**src/rtl/byte_serializer_pkg.sv**
```systemverilog
// byte_serializer_pkg
//   Shared definitions for the byte serializer slice.
//   - ser_state_t : serializer FSM states (IDLE / SHIFT / GAP)
//   - bit_cnt_w() : width of the per-word bit counter for a given word width
//   - gap_cnt_w() : width of the inter-word gap counter for a given gap length
package byte_serializer_pkg;

    typedef enum logic [1:0] {
        IDLE  = 2'd0,
        SHIFT = 2'd1,
        GAP   = 2'd2
    } ser_state_t;

    // Counts 0..data_w-1; never narrower than one bit.
    function automatic int bit_cnt_w(input int data_w);
        return (data_w < 2) ? 1 : $clog2(data_w);
    endfunction

    // Counts 0..gap_cycles-1; a one-bit counter is kept even when the gap is unused.
    function automatic int gap_cnt_w(input int gap_cycles);
        return (gap_cycles < 2) ? 1 : $clog2(gap_cycles);
    endfunction

endpackage

```
**src/rtl/sync_fifo.sv**
```systemverilog
// sync_fifo
//   Single-clock FIFO, DATA_W x FIFO_DEPTH (FIFO_DEPTH a power of two).
//   Read data is presented combinationally from the head entry (show-ahead).
// Ports
//   clk      in   rising-edge clock
//   reset    in   asynchronous active-low reset (clears pointers and level)
//   push     in   write wr_data this cycle (ignored while full)
//   wr_data  in   DATA_W word to store
//   pop      in   discard head entry this cycle (ignored while empty)
//   rd_data  out  DATA_W head entry
//   level    out  current occupancy, 0..FIFO_DEPTH
//   full     out  level == FIFO_DEPTH
//   empty    out  level == 0
module sync_fifo #(
    parameter int DATA_W     = 8,
    parameter int FIFO_DEPTH = 4
) (
    input  logic                          clk,
    input  logic                          reset,
    input  logic                          push,
    input  logic [DATA_W-1:0]             wr_data,
    input  logic                          pop,
    output logic [DATA_W-1:0]             rd_data,
    output logic [$clog2(FIFO_DEPTH):0]   level,
    output logic                          full,
    output logic                          empty
);

    localparam int PTR_W = $clog2(FIFO_DEPTH);
    localparam int LVL_W = PTR_W + 1;

    logic [DATA_W-1:0] mem [FIFO_DEPTH];
    logic [PTR_W-1:0]  wr_ptr_q;
    logic [PTR_W-1:0]  rd_ptr_q;
    logic [LVL_W-1:0]  level_q;
    logic              push_ok;
    logic              pop_ok;

    assign full    = (level_q == LVL_W'(FIFO_DEPTH));
    assign empty   = (level_q == '0);
    // A full FIFO refuses a push even if the head is popped in the same cycle.
    assign push_ok = push && !full;
    assign pop_ok  = pop && !empty;
    assign rd_data = mem[rd_ptr_q];
    assign level   = level_q;

    // Pointers are exactly PTR_W bits, so they wrap modulo FIFO_DEPTH for free.
    always_ff @(posedge clk or negedge reset) begin
        if (!reset) begin
            wr_ptr_q <= '0;
            rd_ptr_q <= '0;
            level_q  <= '0;
        end else begin
            if (push_ok)
                wr_ptr_q <= wr_ptr_q + PTR_W'(1);
            if (pop_ok)
                rd_ptr_q <= rd_ptr_q + PTR_W'(1);
            case ({push_ok, pop_ok})
                2'b10:   level_q <= level_q + LVL_W'(1);
                2'b01:   level_q <= level_q - LVL_W'(1);
                default: level_q <= level_q;
            endcase
        end
    end

    // Storage carries data only; it needs no reset.
    always_ff @(posedge clk) begin
        if (push_ok)
            mem[wr_ptr_q] <= wr_data;
    end

endmodule

```
**src/rtl/byte_serializer.sv**
```systemverilog
// byte_serializer
//   Accepts parallel words over valid/ready, buffers them in a sync_fifo and
//   emits one bit per clock on ser_data with shift_enable high, so a downstream
//   serial-in register assembles one word per DATA_W enabled clocks.
//   Build option: define SER_LSB_FIRST_EN for LSB-first bit order (default MSB-first).
// Ports
//   clk           in   rising-edge clock
//   reset         in   asynchronous active-low reset
//   in_data       in   DATA_W word to serialize
//   in_valid      in   in_data valid this cycle
//   in_ready      out  FIFO can accept (0 while reset is asserted)
//   ser_data      out  current serial bit, 0 when shift_enable=0
//   shift_enable  out  high on every clock carrying a valid bit
//   byte_done     out  one-cycle pulse on the last bit of each word
//   busy          out  FSM not idle or FIFO non-empty
//   fifo_level    out  FIFO occupancy
module byte_serializer
    import byte_serializer_pkg::*;
#(
    parameter int DATA_W     = 8,
    parameter int FIFO_DEPTH = 4,
    parameter int GAP_CYCLES = 0
) (
    input  logic                          clk,
    input  logic                          reset,
    input  logic [DATA_W-1:0]             in_data,
    input  logic                          in_valid,
    output logic                          in_ready,
    output logic                          ser_data,
    output logic                          shift_enable,
    output logic                          byte_done,
    output logic                          busy,
    output logic [$clog2(FIFO_DEPTH):0]   fifo_level
);

    localparam int BIT_W = bit_cnt_w(DATA_W);
    localparam int GAP_W = gap_cnt_w(GAP_CYCLES);

    ser_state_t        state_q, state_d;
    logic [BIT_W-1:0]  bit_cnt_q, bit_cnt_d;
    logic [GAP_W-1:0]  gap_cnt_q, gap_cnt_d;
    logic [DATA_W-1:0] shreg_q, shreg_d;

    logic              fifo_pop;
    logic              fifo_full;
    logic              fifo_empty;
    logic [DATA_W-1:0] fifo_rd_data;
    logic              last_bit;
    logic              gap_last;

    // Advance the shift register by one bit in the configured direction.
    function automatic logic [DATA_W-1:0] shift_next(input logic [DATA_W-1:0] v);
`ifdef SER_LSB_FIRST_EN
        return v >> 1;
`else
        return v << 1;
`endif
    endfunction

    // Bit currently presented by the shift register.
    function automatic logic out_bit(input logic [DATA_W-1:0] v);
`ifdef SER_LSB_FIRST_EN
        return v[0];
`else
        return v[DATA_W-1];
`endif
    endfunction

    // Ready looks at the registered level only, never at this cycle's pop.
    assign in_ready = reset && !fifo_full;

    sync_fifo #(
        .DATA_W     (DATA_W),
        .FIFO_DEPTH (FIFO_DEPTH)
    ) u_fifo (
        .clk     (clk),
        .reset   (reset),
        .push    (in_valid && in_ready),
        .wr_data (in_data),
        .pop     (fifo_pop),
        .rd_data (fifo_rd_data),
        .level   (fifo_level),
        .full    (fifo_full),
        .empty   (fifo_empty)
    );

    assign last_bit = (bit_cnt_q == BIT_W'(DATA_W - 1));
    assign gap_last = (gap_cnt_q == GAP_W'(GAP_CYCLES - 1));

    // Serial outputs decode from registers only, so there is no input-to-output path.
    assign shift_enable = (state_q == SHIFT);
    assign ser_data     = shift_enable && out_bit(shreg_q);
    assign byte_done    = shift_enable && last_bit;
    assign busy         = (state_q != IDLE) || !fifo_empty;

    always_comb begin
        state_d   = state_q;
        bit_cnt_d = bit_cnt_q;
        gap_cnt_d = gap_cnt_q;
        shreg_d   = shreg_q;
        fifo_pop  = 1'b0;

        case (state_q)
            IDLE: begin
                if (!fifo_empty) begin
                    fifo_pop  = 1'b1;
                    shreg_d   = fifo_rd_data;
                    bit_cnt_d = '0;
                    state_d   = SHIFT;
                end
            end

            SHIFT: begin
                shreg_d   = shift_next(shreg_q);
                bit_cnt_d = bit_cnt_q + BIT_W'(1);
                if (last_bit) begin
                    bit_cnt_d = '0;
                    if (GAP_CYCLES > 0) begin
                        gap_cnt_d = '0;
                        state_d   = GAP;
                    end else if (!fifo_empty) begin
                        // Back-to-back reload: next word starts with no bubble.
                        fifo_pop = 1'b1;
                        shreg_d  = fifo_rd_data;
                    end else begin
                        state_d = IDLE;
                    end
                end
            end

            GAP: begin
                if (gap_last) begin
                    if (!fifo_empty) begin
                        fifo_pop  = 1'b1;
                        shreg_d   = fifo_rd_data;
                        bit_cnt_d = '0;
                        state_d   = SHIFT;
                    end else begin
                        state_d = IDLE;
                    end
                end else begin
                    gap_cnt_d = gap_cnt_q + GAP_W'(1);
                end
            end

            default: state_d = IDLE;
        endcase
    end

    // Control state: async reset abandons any word in flight.
    always_ff @(posedge clk or negedge reset) begin
        if (!reset) begin
            state_q   <= IDLE;
            bit_cnt_q <= '0;
            gap_cnt_q <= '0;
        end else begin
            state_q   <= state_d;
            bit_cnt_q <= bit_cnt_d;
            gap_cnt_q <= gap_cnt_d;
        end
    end

    // Shift register holds data only; its value is masked whenever not shifting.
    always_ff @(posedge clk) begin
        shreg_q <= shreg_d;
    end

endmodule
```
**config.mk**
```make
export PLATFORM = sky130hd
export DESIGN_NAME = byte_serializer
export DESIGN_NICKNAME = d
export VERILOG_FILES = /design/src/rtl/byte_serializer_pkg.sv /design/src/rtl/sync_fifo.sv /design/src/rtl/byte_serializer.sv
export SDC_FILE = /design/constraint.sdc
export NUM_CORES = 1
export LEC_CHECK = 0
export CAP_MARGIN = 10
export CORE_UTILIZATION = 40
export DETAILED_ROUTE_END_ITERATION = 16
export PLACE_DENSITY = 0.64
export RECOVER_POWER = 100
export SKIP_LAST_GASP = 1
export SLEW_MARGIN = 20
export SYNTH_ARGS = -nofsm -noshare
export SYNTH_HDL_FRONTEND = slang
export SYNTH_SLANG_ARGS = --single-unit
```
**constraint.sdc**
```tcl
create_clock -name clk -period 5 [get_ports clk]
set_clock_uncertainty 0.05 [all_clocks]
set_input_delay 1 -clock clk [delete_from_list [all_inputs] [get_ports clk]]
set_output_delay 1 -clock clk [all_outputs]
set_load 0.01 [all_outputs]
```
; ---- After elaboration in Yosys (flattened, before gate mapping)
; Memory sizes are Yosys's and may differ from the RTL's.
; Cells that the tools add are included.
[word_totals]
mem_bits_ro = 0
input_bits = 11
output_inout_bits = 8
register_bits = 21
n_memories = 1
latchBits = 0
mem_bits_rw = 32
word_cells = 63
[memory_table]
columns = memory, words, width, rd, rd_ports_with_merged_regs, wr, line
row1 = u_fifo.mem, 4, 8, 1, 0, 1, sync_fifo.sv:32  ; logic [DATA_W-1:0] mem [FIFO_DEPTH];
[op_classes]
div_mod_pow = 0
shift = 0
mul = 0
magnitude_cmp = 0
n_bitwise = 0
n_reduce_logical = 16
eq_ne = 10
muxes = 23
n_addsub = 6
[ops]
columns = operator, count
row1 = two-way mux 8 bit, 4
row2 = case mux 8 bit (3 select lines), 1
row3 = two-way mux 3 bit, 3
row4 = case mux 3 bit (3 select lines), 1
row5 = two-way mux 2 bit, 4
row6 = two-way mux 1 bit, 7
row7 = adder 3 x 1 -> 3 bit (second input constant), 2
row8 = equality test 3 bit (second input constant), 2
row9 = logical AND 1 bit, 6
row10 = case mux 2 bit (3 select lines), 1
row11 = case mux 3 bit (2 select lines), 1
row12 = adder 2 x 1 -> 2 bit (second input constant), 2
row13 = equality test 2 x 1 -> 1 bit (second input constant), 2
row14 = equality test 2 bit (second input constant), 2
row15 = != test 2 x 1 -> 1 bit (second input constant), 2
row16 = != test 2 bit (second input constant), 2
row17 = AND reduction 4 bit, 1
row18 = nonzero test 2 bit, 2
row19 = zero test 3 bit, 1
row20 = case mux 1 bit (3 select lines), 1
row21 = nonzero test 3 bit, 1
row22 = subtractor 3 x 1 -> 3 bit (second input constant), 1
row23 = zero test 1 bit, 2
row24 = zero test 2 bit, 1
row25 = 3 further kinds, 3

; ---- Depth between registers and ports, before layout
; Gate-level depths: netlist of the first run.
[depth]
depth_word = 7
depth_mapped = 10
depth_no_buf = 10

; ---- Hierarchy
; A second synthesis of the first run with hierarchy kept.
[unflattened]
hier_cells = 120
area_unflattened_um2 = 2159.6
[by_module_without_submodules]
columns = module, area_each_um2, seq_area_each_um2, cells_per_inst, instances
row1 = sync_fifo, 1584.0, 1136.1, 80, 1
row2 = byte_serializer, 575.6, 340.3, 40, 1

; ---- Worst setup path after synthesis of the first run
; No wires, ideal clock.
[synth_timing]
kind = reg-to-output
from = register state_q[0]
to = output port busy
arrival_time_ns = 1.305
path_slack_ns = 2.645
required_time_ns = 3.950
path_stages_with_launch = 4
cell_sequence = dfrtp_1 clkbuf_2 nor4_1 inv_1
[synth_between]
elab_chain_len = 2
[synth_rtl]
columns = element, line
row1 = "start, declared", byte_serializer.sv:39  ; ser_state_t state_q, state_d;
row2 = "start signal, assigned", byte_serializer.sv:157  ; state_q <= state_d;
row3 = nonzero test 2 bit, byte_serializer.sv:94  ; assign busy = (state_q != IDLE) || !fifo_empty;
row4 = logical OR 1 bit, byte_serializer.sv:94
row5 = "end, declared", byte_serializer.sv:32  ; output logic busy,
; Every way passes these cells.

; ---- Final worst setup path of the first run
[layout_timing]
from = input port reset
to = output port in_ready
[layout_between]
elab_chain_len = 1
[layout_rtl]
columns = element, line
row1 = "start, declared", byte_serializer.sv:25  ; input logic reset,
row2 = logical AND 1 bit, byte_serializer.sv:70  ; assign in_ready = reset && !fifo_full;
row3 = "end, declared", byte_serializer.sv:28  ; output logic in_ready,
; Every way passes these cells.

==> reports/metrics.csv, run 1 <==
stage;metric;value;unit
logic_synthesis;synth_top_family_by_area;multiplexers;
logic_synthesis;syn_area_per_cell;18.8;um^2
logic_synthesis;yosys.area_share.simple;4.04;%
cts;post_cts.repair.setup_buffers;0;
status;status;finished clean;
sta;drv_slew;0;
grt;grtUsageTotal;13.3;%
finish;nNetsFinal;156;
logic_synthesis;synthCells;115;
logic_synthesis;ys_warn_count;0;
detailed_routing;routed_wl;3220;um
worst_setup_path;timing.critical_path.from_type;input port;
grt;grt_pass1_vias;1050;
finish;fin_util;47.6;%
cts;cts_tree;yes;
place;post-dp-hpwl;2260;um
die;rows;26;
hold_path;hp-class;reg2reg;
place;placed_cell_area;2410;um^2
power_and_ir_drop;powerDensity;498;nW/um^2
logic_synthesis;synth-compound-area-share;3.41;%
finish;syn2layout_area_growth;13.6;%
cts;cts.sinks;51;
sta;slew_headroom;55.6;%
logic_synthesis;yosys.area.top_type_share;55.5;%
cts;clock_path_buffers;2;
grt;grt_max_degree;17;
die;ios;19;
die;initial_core_util;41.9;%
hold_path;min_path_cells;1;
logic_synthesis;ys_seq_area_share;68.2;%
place;place.gp.congestion;0.692;
sta;max_freq;268;MHz
die;die_width;75.6;um
cts;cts-root-buf;clkbuf_8;
sta;rsz0062_at_grt;false;
logic_synthesis;yosysUniqueCellTypes;27;
logic_synthesis;synthAdderAreaFrac;4.97;%
worst_setup_path;timing.rr.end;u_fifo.level[2]$_DFFE_PN0P_;
logic_synthesis;synth_xor_xnor_area_share;2.43;%
sta;min_period;3740;ps
die;die_area;5710;um^2
logic_synthesis;synth.area.mux_share;14.5;%
logic_synthesis;ys_ff_latch;51;
finish;fill_cells;435;
cts;ctsResizeCount;0;
worst_setup_path;path_class;in2out;
finish;fin_area;2460;um^2
flow_run;maxCapViolations;0;
detailed_routing;vias_per_cell;4.80;
grt;overflow;0;
grt;grt_pass1_wl;5170;um
detailed_routing;drt_iter0_markers;71;
detailed_routing;vias;999;
power_and_ir_drop;ir_worst_vdd;0.000156;V
detailed_routing;first_pass_iters;4;
finish;num_antenna_cells;0;
finish;drive_gt1_share;12.3;%
logic_synthesis;yosys.area.top_type;edfxtp_1;
sta;hold_violations;0;
sta;fin_tns_setup;0;ps
power_and_ir_drop;fin_total_pwr;1.22;mW
cts;htreeDepth;2;
hold_path;min_from;bit_cnt_q[2]$_DFFE_PN0P_;
sta;worst_pin_slew;665;ps
grt;antenna_found_initial;0;
worst_setup_path;r2r_cells;10;
worst_setup_path;path_max_fanout;13;
cts;cts_hold_buf;0;
sta;period_share;74.7;%
power_and_ir_drop;p_leak;0.899;nW
worst_setup_path;r2r_start;bit_cnt_q[0]$_DFFE_PN0P_;
detailed_routing;post_drt_wl_per_cell;15.5;um
logic_synthesis;synth_area_leaders;edfxtp_1 55%, dfrtp_1 13%, mux4_2 7.3%;
worst_setup_path;end_kind;output port;
worst_setup_path;required;3950;ps
die;core_area;5170;um^2
detailed_routing;final_antenna_net_count;0;
hold_path;hold_end;bit_cnt_q[2]$_DFFE_PN0P_;
cts;clock_latency;300;ps
place;pre_cts_ws;1340;ps
logic_synthesis;syn_nets;134;
cts;clk_pin_slew;90;ps
sta;setup_violations;0;
worst_setup_path;r2r_slack;2720;ps
place;numPortBuffers;18;
die;die_h;75.6;um
logic_synthesis;netlist_area;2170;um^2
worst_setup_path;arrival;2690;ps
detailed_routing;drc;0;
cts;numCtsBuffers;5;
sta;setup_slack;1260;ps
==> cell usage in the layout, fill, tap and decap left out, types with 2 or more instances in the layout <==
master / count
a22o_1: 2
xor2_1: 3
xnor2_1: 3
dlygate4sd3_1: 17
and2_0: 4
ha_1: 7
mux4_2: 7
edfxtp_1: 40
inv_1: 9
clkbuf_8: 5
and2_1: 3
dfrtp_1: 11
mux2_1: 8
nand2_1: 2
==> sequential cells by signal, indices dropped and copies added (netlist names) <==
| signal | cells |
|---|---|
| u_fifo.rd_ptr_q | 2 |
| u_fifo.wr_ptr_q | 2 |
| u_fifo.mem | 32 |
| shreg_q | 8 |
| bit_cnt_q | 3 |
| state_q | 1 |
| u_fifo.level | 3 |
==> cell families (layout without fill, tap and decap cells) <==
kind of cell / count (synthesis) / count (layout)
xor+xnor: 6 / 6
flops: 51 / 51
simple gates: 14 / 14
buf+inv: 12 / 35
fa+ha+maj: 8 / 8
compound gates: 7 / 7
mux: 17 / 17
==> final cells by class <==
cell class | instances | area, um^2 | share of cell area [%]
clock buffer | 6 | 72.6 | 2.95
clock inverter | 2 | 16.3 | 0.661
inverter | 9 | 33.8 | 1.37
multi-input combinational | 52 | 594 | 24.1
sequential | 51 | 1480 | 60.0
tap | 70 | 87.6 | 3.56
timing repair buffer | 18 | 180 | 7.32
==> synth_stat cells <==
library cell and count:
edfxtp_1 40, dfrtp_1 11, inv_1 9, mux2_4 8
and2_1 7, ha_1 7, mux4_2 7, xnor2_1 3
xor2_1 3, a22o_1 2, nand2_1 2, a21oi_1 1
and3b_2 1, buf_1 1, buf_6 1, clkbuf_2 1
fa_1 1, mux2i_1 1, mux4_1 1, nand2b_1 1
nor2_1 1, nor3_2 1, nor4_1 1, o21ai_0 1
o21ai_4 1, o311a_4 1, o31a_1 1
==> stage by stage <==
step / hold slack, ps / std cells
global placement: 434 / 200
global route: 507 / 208
finish: 476 / 208
CTS: 477 / 208
detailed placement: 456 / 200
floorplan: 414 / 115
==> worst max-delay path, cell delays in order <==
cell and delay (ps):
dlygate4sd3_1 870, o31a_1 210, dlygate4sd3_1 600
==> power by group <==
| part | total, mW | leakage [nW] | internal, mW | switching, mW |
|---|---|---|---|---|
| combinational | 0.338 | 0.347 | 0.193 | 0.145 |
| sequential | 0.655 | 0.510 | 0.564 | 0.0905 |
| clock | 0.232 | 0.0418 | 0.101 | 0.131 |
| total | 1.22 | 0.899 | 0.858 | 0.367 |
==> routing by layer <==
layer | share of wire, % | routed length, um | global-route usage, % | vias up
li1 | - | - | - | 476
met4 | 1.7 | 56 | 5.56 | 0
met3 | 3.1 | 99 | 4.37 | 7
met2 | 52 | 1680 | 22.2 | 11
met5 | 0 | 0 | 0 | -
met1 | 43 | 1380 | 16.0 | 505
==> worst max path at each step <==
stage / startpoint / endpoint / slack [ps] / depth (start not counted)
3_3_place_gp: reset / in_ready / 1360 / 3
6_report: reset / in_ready / 1260 / 3
4_1_cts: reset / in_ready / 1340 / 3
2_1_floorplan: state_q[0]$_DFFE_PN0P_ / busy / 2640 / 3
3_5_place_dp: reset / in_ready / 1340 / 3
5_1_grt: reset / in_ready / 1110 / 3
Note: power is estimated with default switching activity, not from simulation.
==> run 2, diff against run 1 <==
--- a/config.mk
+++ b/config.mk
@@ -8,7 +8,7 @@
 export CAP_MARGIN = 10
 export CORE_UTILIZATION = 40
 export DETAILED_ROUTE_END_ITERATION = 16
-export PLACE_DENSITY = 0.64
+export PLACE_DENSITY = 0.66
 export RECOVER_POWER = 100
 export SKIP_LAST_GASP = 1
 export SLEW_MARGIN = 20
==> constraint.sdc (replaced) <==
create_clock -name clk -period 3.4 [get_ports clk]
set_clock_uncertainty 0.05 [all_clocks]
set_input_delay 0.68 -clock clk [delete_from_list [all_inputs] [get_ports clk]]
set_output_delay 0.68 -clock clk [all_outputs]
set_load 0.01 [all_outputs]
==> reports/metrics.csv, run 2 (same netlist as run 1, synthesis figures left out) <==
stage;metric;value;unit;change
cts;cts.sinks;51;;unchanged
finish;top_register;u_fifo.mem;;
sta;hold_violations;0;;unchanged
sta;drv_slew;0;;unchanged
sta;worst_pin_slew;647;ps;-18.2 ps
grt;overflow;0;;unchanged
cts;cts-root-buf;clkbuf_8;;
place;place_inst;201;;+0.50%
cts;cts_tree;yes;;
finish;mostFrequentLayoutCells;40 x edfxtp_1, 16 x dlygate4sd3_1, 11 x dfrtp_1, 9 x inv_1, 8 x mux2_1;;
power_and_ir_drop;p_leak;0.924;nW;+2.9%
grt;grt_pass1_vias;1076;;+2.5%
cts;htreeDepth;2;;unchanged
power_and_ir_drop;p_int;1.41;mW;+64%
finish;num_antenna_cells;0;;unchanged
detailed_routing;vias;1013;;+1.4%
sta;setup_violations;0;;unchanged
detailed_routing;drt_iter0_markers;119;;+68%
detailed_routing;drc;0;;unchanged
cts;ctsResizeCount;0;;unchanged
die;initial_core_util;41.9;%;unchanged
sta;setup_slack;282;ps;-981 ps
cts;numCtsBuffers;5;;unchanged
power_and_ir_drop;p_seq_share;49.3;%;-4.2 points
place;placed_cell_area;2420;um^2;+0.31%
finish;final_cell_count_no_fill;209;;+0.48%
sta;rsz0062_at_grt;false;;
power_and_ir_drop;ir_worst_vdd;0.000247;V;+58%
worst_setup_path;arrival;2390;ps;-300 ps
worst_setup_path;end_kind;output port;;
cts;cts_hold_buf;0;;unchanged
cts;post_cts.repair.setup_buffers;0;;unchanged
worst_setup_path;required;2670;ps;-1280 ps
finish;multi_input_area;594;um^2;unchanged
grt;grt_pass1_wl;5210;um;+0.79%
die;die_width;75.6;um;unchanged
flow_run;maxCapViolations;0;;unchanged
power_and_ir_drop;p_sw;0.543;mW;+48%
power_and_ir_drop;p_sw_share;27.8;%;-2.1 points
place;post-dp-hpwl;2380;um;+5.3%
finish;final_common_cell;edfxtp_1;;
sta;max_freq;321;MHz;
place;numPortBuffers;18;;unchanged
status;status;finished clean;;
power_and_ir_drop;powerDensity;777;nW/um^2;+56%
cts;clk_pin_slew;90;ps;about the same
finish;reg_top3;u_fifo.mem x32, shreg_q x8;;
power_and_ir_drop;p_comb_share;25.8;%;-1.8 points
cts;clock_path_buffers;2;;unchanged
cts;clock_latency;300;ps;about the same
finish;fin_util;48.6;%;+0.99 points
die;core_area;5170;um^2;unchanged
place;pre_cts_ws;527;ps;-812 ps
detailed_routing;routed_wl;3290;um;+2.1%
die;ios;19;;unchanged
die;rows;26;;unchanged
finish;syn2layout_area_growth;16.0;%;
finish;largest_register_ffs;32;;unchanged
sta;period_share;91.7;%;
finish;drive_gt1_share;12.9;%;+0.63 points
finish;nNetsFinal;157;;+0.64%
place;place.gp.congestion;0.713;;+3.2%
sta;fin_tns_setup;0;ps;unchanged
detailed_routing;final_antenna_net_count;0;;unchanged
detailed_routing;vias_per_cell;4.85;;+0.92%
die;die_h;75.6;um;unchanged
finish;fill_cells;441;;+1.4%
worst_setup_path;path_max_fanout;9;;-4
finish;seqCellArea;1480;um^2;unchanged
detailed_routing;post_drt_wl_per_cell;15.7;um;+1.7%
grt;antenna_found_initial;0;;unchanged
power_and_ir_drop;clock_power_share;24.8;%;+5.9 points
detailed_routing;first_pass_iters;4;;unchanged
die;die_area;5710;um^2;unchanged
sta;min_period;3120;ps;
grt;grt_max_degree;17;;unchanged
finish;fin_area;2510;um^2;+2.1%
worst_setup_path;path_class;reg2out;;
sta;slew_headroom;56.5;%;+0.84 points
hold_path;hp-class;reg2reg;;
grt;grtUsageTotal;13.1;%;-0.20 points
worst_setup_path;timing.critical_path.from_type;register;;
==> run 2: cell count changes in the layout (fill, tap and decap cells not counted) <==
| cell | change |
|---|---|
| clkdlybuf4s50_1 | +1 |
| bufinv_16 | +2 |
| dlygate4sd3_1 | -1 |
| inv_6 | -1 |
| and2_0 | +1 |
| and2_1 | -1 |
==> run 2: layout make-up <==
| cell class | count | share of cell area (%) |
|---|---|---|
| sequential | 51 | 58.8 |
| multi-input combinational | 52 | 23.7 |
| timing repair buffer | 19 | 7.32 |
| tap | 70 | 3.49 |
| clock buffer | 5 | 2.74 |
| clock inverter | 3 | 2.69 |
| inverter | 9 | 1.34 |
==> run 2: critical path, cell delays in order (launching register included) <==
cell	delay, ps
dfrtp_1	510
nor4_1	630
inv_1	380
clkdlybuf4s50_1	570
==> run 2: final timing paths <==
check / startpoint / to / slack, ps / cells past startpoint
hold reg to reg: bit_cnt_q[1]$_DFFE_PN0P_ / bit_cnt_q[1]$_DFFE_PN0P_ / 470 / 1
setup / recovery: state_q[0]$_DFFE_PN0P_ / busy / 280 / 3
hold / removal: bit_cnt_q[1]$_DFFE_PN0P_ / bit_cnt_q[1]$_DFFE_PN0P_ / 470 / 1
setup reg to reg: bit_cnt_q[0]$_DFFE_PN0P_ / u_fifo.level[2]$_DFFE_PN0P_ / 1090 / 10
min in group asynchronous: reset / bit_cnt_q[1]$_DFFE_PN0P_ / 640 / 1
max in group asynchronous: reset / u_fifo.wr_ptr_q[1]$_DFFE_PN0P_ / 2090 / 2
==> run 2: per-layer routing <==
layer  GRT usage (%)  up-vias  part of all wire, %
met2            22.5       14                   56
met1            16.2      522                   41
met4            4.94        0                    0
met5               0        -                    0
met3            3.17        0                  2.9
li1                -      477                    -
==> run 2: power groups by stage <==
stage	logic [mW]	registers [mW]	clock network (mW)
6_report	0.504	0.964	0.485
5_1_grt	0.564	0.989	0.523
4_1_cts	0.585	0.977	0.495
3_5_place_dp	0.586	0.989	0
3_3_place_gp	0.552	0.975	0
2_1_floorplan	0.471	0.913	0
==> run 2: stage by stage <==
step           power [mW]  hold slack (ps)
2_1_floorplan        1.38              334
3_3_place_gp         1.53              434
3_5_place_dp         1.57              456
4_1_cts              2.06              479
5_1_grt              2.08              508
6_report             1.95              468
==> run 3, diff against run 2 <==
--- a/config.mk
+++ b/config.mk
@@ -14,4 +14,5 @@
 export SLEW_MARGIN = 20
 export SYNTH_ARGS = -nofsm -noshare
 export SYNTH_HDL_FRONTEND = slang
+export SYNTH_HIERARCHICAL = 1
 export SYNTH_SLANG_ARGS = --single-unit
==> reports/metrics.csv, run 3 <==
stage;metric;value;unit;change
sta;drv_slew;0;;unchanged
die;die_h;75.5;um;-0.15%
detailed_routing;first_pass_iters;4;;unchanged
logic_synthesis;ys_ff_latch;51;;unchanged
cts;cts-root-buf;clkbuf_8;;
sta;fin_tns_setup;0;ps;unchanged
status;status;finished clean;;
worst_setup_path;slowest_stage;clkdlybuf4s50_1;;
die;ios;19;;unchanged
power_and_ir_drop;ir_worst_vdd;0.000370;V;+50%
worst_setup_path;path_max_fanout;9;;unchanged
logic_synthesis;synth_commonest_cells;40 x edfxtp_1, 11 x dfrtp_1, 9 x inv_1;;
grt;met1_usage;17.0;%;+0.85 points
detailed_routing;drt_iter0_markers;59;;-50%
sta;worst_pin_slew;661;ps;+14.1 ps
finish;final_common_cell;edfxtp_1;;
die;rows;26;;unchanged
sta;max_freq;327;MHz;+1.8%
grt;met2_usage;23.6;%;+1.1 points
place;post-dp-hpwl;2350;um;-0.95%
logic_synthesis;syn_area_per_cell;18.0;um^2;-4.4%
logic_synthesis;syn_nets;140;;+4.5%
grt;antenna_found_initial;0;;unchanged
sta;period_share;90.1;%;-1.6 points
sta;min_period;3060;ps;-55.2 ps
cts;post_cts.repair.setup_buffers;0;;unchanged
finish;mostFrequentLayoutCells;40 x edfxtp_1, 16 x dlygate4sd3_1, 11 x dfrtp_1, 9 x inv_1;;
grt;grtUsageTotal;14.2;%;+1.0 points
sta;hold_violations;0;;unchanged
logic_synthesis;synth_edf_count;40;;unchanged
grt;overflow;0;;unchanged
worst_setup_path;critPathMaxStageDelay;540;ps;-90 ps
detailed_routing;vias;1017;;+0.39%
worst_setup_path;path_delay_family;buffers and inverters;;
place;place.gp.congestion;0.734;;+2.9%
cts;ctsResizeCount;0;;unchanged
cts;cts_tree;yes;;
die;initial_core_util;42.0;%;+0.14 points
worst_setup_path;path_buf_inv;3;;+1
grt;busiest_layer;met2;;
logic_synthesis;ys_seq_area_share;68.4;%;+0.20 points
place;numPortBuffers;18;;unchanged
grt;gr-usage-met3;4.89;%;+1.7 points
logic_synthesis;netlist_area;2160;um^2;-0.29%
logic_synthesis;async_reset_ff_share;21.6;%;unchanged
power_and_ir_drop;powerDensity;753;nW/um^2;-3.2%
finish;drive_gt1_share;19.3;%;+6.4 points
logic_synthesis;yosys.area.top_type_share;55.6;%;+0.16 points
cts;cts_hold_buf;0;;unchanged
sta;setup_violations;0;;unchanged
detailed_routing;post_drt_wl_per_cell;15.3;um;-2.7%
finish;num_antenna_cells;0;;unchanged
detailed_routing;routed_wl;3290;um;about the same
grt;grt_pass1_vias;1091;;+1.4%
cts;clock_latency;300;ps;about the same
power_and_ir_drop;p_leak;0.937;nW;+1.4%
die;die_width;75.5;um;-0.15%
logic_synthesis;yosysUniqueCellTypes;30;;+11%
sta;slew_headroom;55.9;%;-0.54 points
finish;top_register;u_fifo/mem;;
worst_setup_path;path_class;reg2out;;
worst_setup_path;timing.critical_path.from_type;register;;
die;die_area;5700;um^2;-0.29%
logic_synthesis;ys_warn_count;6;;+6
logic_synthesis;yosys_most_used_dff;edfxtp_1;;
finish;reg_top3;u_fifo/mem x32, shreg_q x8;;
hold_path;hp-class;reg2reg;;
detailed_routing;vias_per_cell;4.73;;-2.4%
logic_synthesis;synth_area_leaders;edfxtp_1 56%, dfrtp_1 13%, mux4_2 8.3%;;
finish;syn2layout_area_growth;16.2;%;
detailed_routing;final_antenna_net_count;0;;unchanged
cts;numCtsBuffers;5;;unchanged
finish;nNetsFinal;164;;+4.5%
logic_synthesis;yosys.area.top_type;edfxtp_1;;
sta;holdWs;465;ps;-3.05 ps
grt;grt_max_degree;19;;+2
cts;clk_pin_slew;100;ps;about the same
cts;cts.sinks;51;;unchanged
cts;clock_path_buffers;2;;unchanged
worst_setup_path;required;2670;ps;about the same
sta;rsz0062_at_grt;false;;
worst_setup_path;cp_cell_sequence;nor3_1, clkbuf_1, nor2b_1, inv_1, clkdlybuf4s50_1;;
detailed_routing;drc;0;;unchanged
logic_synthesis;synth_most_common_cell;edfxtp_1;;
worst_setup_path;arrival;2330;ps;-60 ps
die;core_area;5140;um^2;-0.63%
cts;htreeDepth;2;;unchanged
flow_run;maxCapViolations;0;;unchanged
grt;grt_pass1_wl;5440;um;+4.4%
logic_synthesis;synthCells;120;;+4.3%
worst_setup_path;end_kind;output port;;
finish;largest_register_ffs;32;;unchanged
==> run 3: cell count changes in the layout (fill, tap and decap cells not counted), moves of 2 or more <==
cell       change
and2_0         -3
and3_1         +4
bufinv_16      -2
nor2b_1        +2
mux2_1         -8
mux2_2         +7
clkinv_4       +2
==> run 3: metal layers <==
layer	up-vias	share of wire (%)
met4	0	0.67
met2	13	53
met3	2	3.4
met5	-	0
met1	512	43
li1	490	-
==> run 3: power by group <==
part	leakage (nW)	internal, mW	total (mW)	switching, mW
clock network	0.0502	0.153	0.365	0.212
registers	0.510	0.831	0.955	0.124
logic	0.377	0.331	0.568	0.238
total	0.937	1.31	1.89	0.573
==> run 3: worst reg2reg max path: cells and delay by family (launching register included) <==
family | cells | cell delay [ps]
xor+xnor | 2 | 300
fa+ha+maj | 2 | 560
buf+inv | 3 | 220
flops | 1 | 450
simple gates | 5 | 1030
==> run 3: cell families after synthesis <==
| logic type | synth area share, % |
|---|---|
| muxes | 13.2 |
| xor gates and xnor gates | 2.43 |
| AOI/OAI and AO/OA | 2.84 |
| adders and majority gates | 5.56 |
| and+or+nand+nor | 5.33 |
| buffers and inverters | 2.32 |
| DFF | 68.4 |
==> run 3: layout make-up <==
type | instances | area (um^2)
Fill cell | 460 | 2630
Sequential cell | 51 | 1480
Multi-Input combinational cell | 57 | 626
Timing Repair Buffer | 20 | 188
Tap cell | 70 | 87.6
Clock buffer | 5 | 68.8
Inverter | 9 | 33.8
Clock inverter | 3 | 28.8
==> run 3: final timing paths <==
kind                                             start                        endpoint  slack, ps  cells after the start
setup / recovery           u_fifo/level[0]$_DFFE_PN0P_                            busy        340                      5
hold / removal                bit_cnt_q[1]$_DFFE_PN0P_        bit_cnt_q[1]$_DFFE_PN0P_        470                      1
setup reg to reg           u_fifo/level[0]$_DFFE_PN0P_     u_fifo/level[2]$_DFFE_PN0P_        730                     12
hold reg to reg               bit_cnt_q[1]$_DFFE_PN0P_        bit_cnt_q[1]$_DFFE_PN0P_        470                      1
max in group asynchronous                        reset  u_fifo/wr_ptr_q[0]$_DFFE_PN0P_       1960                      2
min in group asynchronous                        reset        bit_cnt_q[1]$_DFFE_PN0P_        930                      2
==> run 3: per-stage QoR <==
| stage | util [%] | cells | setup slack, ps | power (mW) | area [um^2] |
|---|---|---|---|---|---|
| after CTS | 49.1 | 215 | 438 | 1.93 | 2520 |
| after detailed placement | 47.2 | 207 | 559 | 1.57 | 2430 |
| after floorplan | - | 120 | 934 | 1.37 | 2160 |
| after global routing | 48.8 | 215 | 166 | 2.01 | 2510 |
| final | 48.8 | 215 | 337 | 1.89 | 2510 |
| after global placement | 47.2 | 207 | 612 | 1.53 | 2430 |
==> patch, RTL diff (flow settings as in run 2) <==
Make the reset (`reset`) synchronous in 2 clocked blocks. Comments in the files are not updated.
--- a/src/rtl/sync_fifo.sv
+++ b/src/rtl/sync_fifo.sv
@@ -46,5 +46,5 @@
 
     // Pointers are exactly PTR_W bits, so they wrap modulo FIFO_DEPTH for free.
-    always_ff @(posedge clk or negedge reset) begin
+    always_ff @(posedge clk) begin
         if (!reset) begin
             wr_ptr_q <= '0;
--- a/src/rtl/byte_serializer.sv
+++ b/src/rtl/byte_serializer.sv
@@ -149,5 +149,5 @@
 
     // Control state: async reset abandons any word in flight.
-    always_ff @(posedge clk or negedge reset) begin
+    always_ff @(posedge clk) begin
         if (!reset) begin
             state_q   <= IDLE;
Behaviour: differs if reset is asserted again (counterexample within 4 cycles, from zero or initial values and one cycle with reset low); with reset held inactive, the same outputs for 10 cycles.
==> patch against run 2 <==
Sequential share of layout area fell by 1.1 points. Combinational power rose by 12%. First-iteration DRC count fell by 52%. Worst setup slack improved by 0.12 ns. Area after synthesis rose by 0.46%. Cell count rose by 11%. Clock power fell by 10%. Sequential cell count rose by 2. Routed wire length rose by 0.94%. Utilization rose by 0.39 points. Design area rose by 0.80%. Count of clock-buffer cells in the layout did not move. Total power rose by 0.53%. Critical path type unchanged. Largest cell class unchanged.
==> patch: results (changes against run 2) <==
setup_path:
  critPathMaxFanout: 11  # +2
  slowest_stage: "dlygate4sd3_1"
  reg2reg_to: "u_fifo.level[2]$_SDFFE_PN0P_"
  r2r_setup_slack_ns: 0.99  # -0.10 ns
  timing.critical_path.arrival_ns: 2.26  # -0.13 ns
  critPathMaxStageDelay_ns: 0.72  # +0.09 ns
  reg2reg_from: "bit_cnt_q[0]$_SDFFE_PN0P_"
power_and_ir_drop:
  switching_share_pct: 30.2  # +2.4 points
  power.leakage_nw: 0.875  # -5.3%
  ir_drop_mv: 0.308  # +25%
sta:
  worst_slew_pin_slew_ns: 1.05  # +0.407 ns
synth:
  synthTopCellsByArea: "edfxtp_1 55%, dfxtp_1 12%, mux4_2 7.2%"
  synth_seq_area_share_pct: 67.2  # -1.0 points
  synth_cells: 139  # +21%
  synth-edff-count: 40  # unchanged
  async_flop_share_pct: 0  # -22 points
  ys_warn_count: 0  # unchanged
  syn-num-nets: 158  # +18%
  synth_common_cells: "40 x edfxtp_1, 13 x dfxtp_1, 11 x inv_1"
place:
  dpl.cell_count: 223  # +11%
  gp_congestion: 0.689  # -3.4%
  hpwl_um: 2320  # -2.4%
clocking:
  clkTransAtPathRegs_ns: 0.09  # about the same
  cts_resized: 0  # unchanged
routing:
  wire_per_inst_um: 14.4  # -8.7%
  first_iter_violations: 57  # -52%
  via_per_inst: 4.94  # +2.0%
global_routing:
  grt_pass1_wl_um: 5050  # -3.1%
  grt_max_degree: 19  # +2
  grt_pass1_vias: 1112  # +3.3%
  grt_use_total_pct: 12.8  # -0.29 points
worst_hold_path:
  hold_start: "u_fifo.rd_ptr_q[1]$_SDFFE_PN0P_"
  hold_depth: 2  # +1
  whs_endpoint: "u_fifo.rd_ptr_q[1]$_SDFFE_PN0P_"
layout:
  instances_no_fill: 231  # +11%
  final_nets: 179  # +14%
  layout-drive-gt1-share_pct: 13.7  # +0.71 points
  fillerInstances: 424  # -3.9%
run_status:
  status: "completed"
==> patch: cell types whose count changed after synthesis, sizes merged, moves of 3 or more <==
cell,before,now
dfxtp,0,13
dfrtp,11,0
nor2,1,6
nand2,2,6
nand3b,0,3
a21oi,1,10
xnor2,3,0
==> patch: final cells by class <==
type | instances | area share (%)
sequential | 53 | 57.7
multi-input combinational | 70 | 25.3
timing repair buffer | 19 | 7.26
tap | 70 | 3.46
clock buffer | 5 | 2.72
clock inverter | 3 | 1.88
inverter | 11 | 1.63
==> patch: how the worst max path moves through the flow <==
stage	startpoint	end	cells after the start
CTS	reset	in_ready	4
global placement	reset	u_fifo.level[2]$_SDFFE_PN0P_	10
floorplan	in_valid	u_fifo.level[2]$_SDFFE_PN0P_	9
finish	u_fifo.level[0]$_SDFFE_PN0P_	busy	4
global route	u_fifo.level[0]$_SDFFE_PN0P_	busy	4
detailed placement	reset	u_fifo.level[2]$_SDFFE_PN0P_	10
==> patch: through the flow <==
step                      instance area [µm²]  worst slack, ns  utilization, %  hold slack [ns]
after detailed placement                 2420            0.410            46.9            0.431
after global routing                     2530            0.253            49.0            0.473
after global placement                   2420            0.514            46.9            0.427
after CTS                                2540            0.595            49.1            0.446
final                                    2530            0.405            49.0            0.448
after floorplan                          2180             1.23               -            0.405
==> patch: cell families (layout without fill, tap and decap cells) <==
| logic type | Yosys count | in the layout | share of synthesized area (%) |
|---|---|---|---|
| and+or+nand+nor | 28 | 28 | 6.84 |
| AOI/OAI and AO/OA | 15 | 15 | 4.08 |
| muxes | 17 | 17 | 13.0 |
| adders and majority gates | 8 | 8 | 4.95 |
| xor gates and xnor gates | 2 | 2 | 0.805 |
| DFF | 53 | 53 | 67.2 |
| buffers and inverters | 16 | 38 | 3.16 |
==> patch: metal layers <==
| layer | vias to the layer above | track usage [%] | routed length [µm] |
|---|---|---|---|
| met3 | 9 | 4.10 | 167 |
| met5 | - | 0 | 0 |
| li1 | 548 | - | - |
| met4 | 0 | 6.58 | 74 |
| met1 | 553 | 15.5 | 1410 |
| met2 | 32 | 20.7 | 1660 |
==> patch: power groups by stage <==
stage	sequential, mW	clock, mW	combinational [mW]
after global routing	0.988	0.466	0.629
final	0.965	0.436	0.562
after floorplan	0.934	0	0.456
after CTS	0.973	0.444	0.598
after detailed placement	0.986	0	0.596
after global placement	0.979	0	0.575
==> patch: worst max-delay path, delay by kind of cell (launching register included) <==
family	cells	cell delay (ns)
buffers and inverters	2	1.07
DFF	1	0.36
and+or+nand+nor	2	0.53
